**src/rtl/dmem_lsu.sv**
```systemverilog
// Load/store unit between the memory stage and a word-organised data memory.
// Byte/word loads and stores are turned into word reads and read-modify-write word writes; misaligned words take two cycles.
module dmem_lsu #(
    parameter int WORD_WIDTH = 16,
    parameter int ADDR_WIDTH = 12,
    localparam int MEM_AW    = ADDR_WIDTH - 1
) (
    input  logic                  clock,
    input  logic                  reset,
    input  logic                  in_req_valid,
    output logic                  out_req_ready,
    input  logic                  in_req_we,
    input  logic                  in_req_byte,
    input  logic                  in_req_signed,
    input  logic [ADDR_WIDTH-1:0] in_req_addr,
    input  logic [WORD_WIDTH-1:0] in_req_wdata,
    output logic                  out_resp_valid,
    output logic [WORD_WIDTH-1:0] out_resp_rdata,
    output logic [MEM_AW-1:0]     out_mem_addr_rd,
    output logic [MEM_AW-1:0]     out_mem_addr_wr,
    output logic [WORD_WIDTH-1:0] out_mem_wdata,
    output logic                  out_mem_write_en,
    input  logic [WORD_WIDTH-1:0] in_mem_rdata
);

    localparam logic STATE_IDLE   = 1'b0;
    localparam logic STATE_SECOND = 1'b1;

    logic                  state;
    logic                  cap_we;
    logic [WORD_WIDTH-1:0] cap_wdata;
    logic [MEM_AW-1:0]     cap_addr;
    logic [7:0]            cap_lo;

    logic                  accept;
    logic                  misaligned;
    logic [MEM_AW-1:0]     word_idx;
    logic [7:0]            sel_byte;
    logic [WORD_WIDTH-1:0] rdata_next;

    assign word_idx      = in_req_addr[ADDR_WIDTH-1:1];
    assign misaligned    = !in_req_byte && in_req_addr[0];
    assign out_req_ready = (state == STATE_IDLE) && !reset;
    assign accept        = in_req_valid && out_req_ready;
    assign sel_byte      = in_req_addr[0] ? in_mem_rdata[15:8] : in_mem_rdata[7:0];

    // NOTE: every output of this block gets a default first, so no path can infer a latch.
    always_comb begin
        out_mem_addr_rd  = word_idx;
        out_mem_addr_wr  = word_idx;
        out_mem_wdata    = '0;
        out_mem_write_en = 1'b0;
        rdata_next       = '0;
        if (state == STATE_SECOND) begin
            // Second half: read/write the following word (wraps at the top of memory).
            out_mem_addr_rd = cap_addr;
            out_mem_addr_wr = cap_addr;
            if (cap_we) begin
                out_mem_write_en = !reset;
                out_mem_wdata    = {in_mem_rdata[15:8], cap_wdata[15:8]};
            end else begin
                rdata_next = {in_mem_rdata[7:0], cap_lo};
            end
        end else if (accept) begin
            if (in_req_we) begin
                out_mem_write_en = 1'b1;
                if (in_req_byte || misaligned) begin
                    out_mem_wdata = in_req_addr[0] ? {in_req_wdata[7:0], in_mem_rdata[7:0]}
                                                   : {in_mem_rdata[15:8], in_req_wdata[7:0]};
                end else begin
                    out_mem_wdata = in_req_wdata;
                end
            end else if (in_req_byte) begin
                rdata_next = in_req_signed ? {{8{sel_byte[7]}}, sel_byte} : {8'h00, sel_byte};
            end else begin
                rdata_next = in_mem_rdata;
            end
        end
    end

    // NOTE: sequential state uses non-blocking assignments so every register samples pre-edge values.
    always_ff @(posedge clock or posedge reset) begin
        if (reset) begin
            state          <= STATE_IDLE;
            out_resp_valid <= 1'b0;
            out_resp_rdata <= '0;
            cap_we         <= 1'b0;
            cap_wdata      <= '0;
            cap_addr       <= '0;
            cap_lo         <= '0;
        end else begin
            out_resp_valid <= 1'b0;
            if (state == STATE_SECOND) begin
                state          <= STATE_IDLE;
                out_resp_valid <= 1'b1;
                out_resp_rdata <= rdata_next;
            end else if (accept) begin
                if (misaligned) begin
                    state     <= STATE_SECOND;
                    cap_we    <= in_req_we;
                    cap_wdata <= in_req_wdata;
                    cap_addr  <= word_idx + MEM_AW'(1);
                    cap_lo    <= in_mem_rdata[15:8];
                end else begin
                    out_resp_valid <= 1'b1;
                    out_resp_rdata <= rdata_next;
                end
            end
        end
    end

endmodule

```
**config.mk**
```make
export PLATFORM = sky130hd
export DESIGN_NAME = dmem_lsu
export DESIGN_NICKNAME = d
export VERILOG_FILES = /design/src/rtl/dmem_lsu.sv
export SDC_FILE = /design/constraint.sdc
export NUM_CORES = 1
export LEC_CHECK = 0
export CORE_ASPECT_RATIO = 1.25
export CORE_MARGIN = 3
export CORE_UTILIZATION = 45
export CTS_CLUSTER_DIAMETER = 120
export DETAILED_ROUTE_END_ITERATION = 8
export GPL_ROUTABILITY_DRIVEN = 0
export PLACE_DENSITY = 0.91
export SLEW_MARGIN = 20
export SYNTH_ARGS = -nofsm -noshare
export SYNTH_HDL_FRONTEND = slang
export SYNTH_SLANG_ARGS = --single-unit
```
**constraint.sdc**
```tcl
create_clock -name clock -period 1.8 [get_ports clock]
set_input_delay 0.36 -clock clock [delete_from_list [all_inputs] [get_ports clock]]
set_output_delay 0.36 -clock clock [all_outputs]
set_load 0.01 [all_outputs]
```
== Word-level counts from Yosys, hierarchy flattened ==
Index checks and enable logic that the tools add are counted.
W data, S select, Z words.
Cells by class
  multiply operators: 0
  shift-type cells: 0
  equal/unequal tests: 1
  divide/modulo/power cells: 0
  multiplexer cells: 26
  bitwise gates (word level): 1
  reductions and logical operators: 9
  $add $sub $neg: 1
  $lt $le $gt $ge: 0
Operator list (number)
  $mux W16: 14
  $add A11 B1 Y11 const B: 1
  $mux W11: 1
  $mux W1: 10
  $mux W8: 1
  $logic_and A1 B1 Y1: 3
  $reduce_and A3 Y1: 1
  $logic_not A1 Y1: 2
  $ne A2 B2 Y1 const B: 1
  $reduce_and A2 Y1: 1
  $reduce_bool A2 Y1: 1
  $logic_or A1 B1 Y1: 1
  $not A1 Y1: 1
Word-level totals
  input port bits: 50
  bits in read-only memories: 0
  memories: 0
  memory bits (writable): 0
  word-level logic and storage cells: 45
  output and inout port bits: 57
  latch bits: 0
  register bits: 54

== Longest topological paths before layout ==
  depth after elaboration: 8
  depth in mapped cells: 7
  gate-level depth less buffers: 5

== Least setup slack after synthesis ==
OpenSTA, ideal clock, no wires.
  path kind: input to register
  from: input reset
  to: register out_resp_rdata[0]
  buffers on the path: 1
  data required time: 1.723 ns
  slack: -0.286 ns
  cell stages on the path: 5
  library setup time: 0.077 ns
  data arrival time: 2.009 ns
  cells stage by stage: inv_1 a31o_2 buf_4 nor2_1 a21oi_1
Between the ends
  word-level cells in the longest chain between the ends: 5
RTL lines
  start, declared: RTL line 9  | input logic reset,
  $logic_not A1 Y1 (no line)
  $logic_and A1 B1 Y1: RTL line 43  | assign out_req_ready = (state == STATE_IDLE) && !reset;
  $logic_and A1 B1 Y1: RTL line 44  | assign accept = in_req_valid && out_req_ready;
  $reduce_bool A2 Y1 (no line)
  $reduce_and A2 Y1 (no line)
  end signal, assigned: RTL line 96  | out_resp_rdata <= rdata_next;
  end signal, assigned: RTL line 106  | out_resp_rdata <= rdata_next;
  end, declared: RTL line 18  | output logic [WORD_WIDTH-1:0] out_resp_rdata,
No other way between the ends.
A chain may end at the register's enable or synchronous reset.

== Final worst setup path ==
  from: register state
  to: output out_mem_wdata[14]
Between the ends
  word-level cells in the longest chain between the ends: 5
RTL lines
  start, declared: RTL line 29  | logic state;
  start signal, assigned: RTL line 84  | state <= STATE_IDLE;
  start signal, assigned: RTL line 94  | state <= STATE_IDLE;
  start signal, assigned: RTL line 99  | state <= STATE_SECOND;
  $not A1 Y1 (no line)
  $logic_and A1 B1 Y1: RTL line 43
  $logic_and A1 B1 Y1: RTL line 44
  $mux W16: RTL line 64  | end else if (accept) begin
  $mux W16 (*): RTL line 54  | if (state == STATE_SECOND) begin
  end, declared: RTL line 21  | output logic [WORD_WIDTH-1:0] out_mem_wdata,
Mark *: on every way between the ends. The rest lies on a longest branch, timed or not.

==> reports/results.ini <==
[synth]
syn_nets=349
synth-async-reset-ratio_pct=100.0
synth_ff_type=dfrtp_1
synth_warnings=0
syn_area_per_cell_um2=9.703
synth_top_cell_area_share_pct=39.81
syn_inst=298
yosysUniqueCellTypes=37
synth.largest_area_cell=dfrtp_1
synth_area_leaders=dfrtp_1 (40%), mux2_2 (11%), mux2i_1 (5.5%)
ys_seq_elements=46
ys_seq_area_share_pct=39.81
syn_area_um2=2892
synth_edf_count=0

[grt]
grt_pass1_vias=2882
grt_use_total_pct=25.64
grt_max_degree=47
grt_overflow=0
grt_pass1_wl_um=14570
antenna_found_initial=0

[setup_path]
cp_common_cell=buf_6
critPathLaunchType=flip-flop
crit_buf_inv=2
crit_path_max_fanout=5
cp.arrival_ns=1.52
required_ns=1.44
crit_slowest_cell=dfrtp_2
crit_cells=5
reg2reg_depth=7
worstSetupPathType=flip-flop to output port
slowest_delay_ns=0.50
end_kind=output port
cp_top_family=flip-flops
crit_chain=nor2_8 > nand3_4 > buf_6 > o21ai_4 > buf_6

[clocking]
path_clk_slew_ns=0.09
clock-sinks=46
clock_path_buffers=2
htreeDepth=2
cts-root-buf=clkbuf_8
cts_hold_buf=0
cts_buffers=5
cts_tree=built
clock_latency_ns=0.31

[pwr]
p_total_uw=3129
vdd_drop_max_mv=0.4172
p_leak_uw=0.002113
powerDensity_nw_per_um2=672.7

[die]
dieArea_um2=7429
core_um2=6206
fp-row-count=32
chipHeight_um=95.62
num_io_pins=107
die_w_um=77.70
initial_utilization_pct=46.59

[final_layout]
utilization_pct=74.94
syn2layout_area_growth_pct=60.84
n_antenna_cell=0
drive_above_1_share_pct=39.86
finalNetCount=494
final_common_cell=clkdlybuf4s50_1
mostFrequentLayoutCells=clkdlybuf4s50_1 (60), dfrtp_1 (45), buf_4 (45)

[run]
drv_cap=0

[status]
status=complete, but fails checks
violations=negative setup slack

[sta]
timing.fmax_mhz=530.9
setup_viol=33
tightest_slew_ns=0.5952
maxSlewHeadroom_pct=60.32
tns_ns=-1.607
setup_slack_ns=-0.08353
drv_slew=0
finClkSkew_ns=0.01137
rsz0062_at_grt=yes
finalCriticalPeriod_ns=1.884
fin_crit_sh_pct=104.6
finalHoldViolCount=0
whs_ns=0.4911

[detailed_routing]
route.detailed.drc=0
antenna_left=0
vias_per_cell=5.459
finalWirelength_um=9841
first_iter_violations=161
num_vias=2888
wire_per_inst_um=18.60
dr.pass1.iters=4

[placement]
portBuffers=106
hpwl_um=6467
dp_slack_ns=-0.7321

[worst_hold_path]
hold_class=flip-flop to flip-flop
hold_depth=2

[routing by layer]
metal  GRT usage [%]  wire length, um  vias to the layer above
li1                -                -                     1330
met1           27.00             3473                     1385
met2           48.57             5236                      150
met3           5.671              810                       23
met4           11.28              321                        0
met5               0                0                        -
[timing repair]
action                     CTS  global route
resized for setup          192            57
buffers inserted             4             4
setup endpoints to repair   43            45
gates cloned                 5             1
pin swaps                   14             7
[power by group]
group          total (uW)  leakage, uW  switching [uW]  internal (uW)
logic                1100      0.00151             468            631
registers            1350     0.000553             118           1230
clock network         678    0.0000447             397            281
total                3130      0.00211             982           2150
[path summary, 6_finish.rpt]
kind / slack [ns] / startpoint / end
min: 0.49 / cap_addr[8]$_DFFE_PP0P_ / cap_addr[8]$_DFFE_PP0P_
max in group asynchronous: 0.86 / reset / state$_DFF_PP0_
max: -0.08 / state$_DFF_PP0_ / out_mem_wdata[14]
min reg2reg: 0.49 / cap_addr[8]$_DFFE_PP0P_ / cap_addr[8]$_DFFE_PP0P_
max reg2reg: 0.15 / state$_DFF_PP0_ / cap_addr[3]$_DFFE_PP0P_
min in group asynchronous: 0.51 / reset / cap_addr[3]$_DFFE_PP0P_
[kinds of logic after synthesis]
kind of cell	count (synthesis)	share of synthesized area, %
multiplexers	50	19.43
AO/OA/AOI/OAI	73	15.36
AND/OR/NAND/NOR	84	13.72
buffers and inverters	35	8.524
flip-flops	46	39.81
adder cells (fa/ha/maj)	1	0.4326
XOR/XNOR	9	2.726
[state kept, by name, summed over array words and instances, names as in the netlist]
signal and flops:
cap_addr 11, cap_lo 8, cap_wdata 8, cap_we 1, out_resp_rdata 16, out_resp_valid 1
state 1
[per-stage QoR]
stage	cells	area, um^2
floorplan	298	2908
global route	529	4651
global placement	507	4254
detailed placement	507	4254
CTS	524	4375
finish	529	4651
[area by class of cell]
type	instances	area, um^2
clock inverters	3	25.02
inverters	5	22.52
flip-flops and latches	46	1152
fillers	418	1555
well taps	85	106.4
multi-input cells	217	1658
repair buffers	168	1618
clock buffers	5	68.82
[worst min-delay path: stages, from the launching register on]
cell and delay, ns:
dfrtp_1 0.36, nand2_1 0.05, o21ai_0 0.06
[cells in the mapped netlist (4+ instances only)]
cell       count
mux2_4         5
inv_1          4
buf_2          6
nand3_1        4
a2bb2oi_1      7
dfrtp_1       46
nand2_1       34
buf_4         14
xnor2_1        7
nor2_1        34
o21ai_0       27
buf_6          7
mux2i_1       16
mux2_2        29
a22oi_1        8
a21oi_1       23
Note: power is estimated with default switching activity, not from simulation.
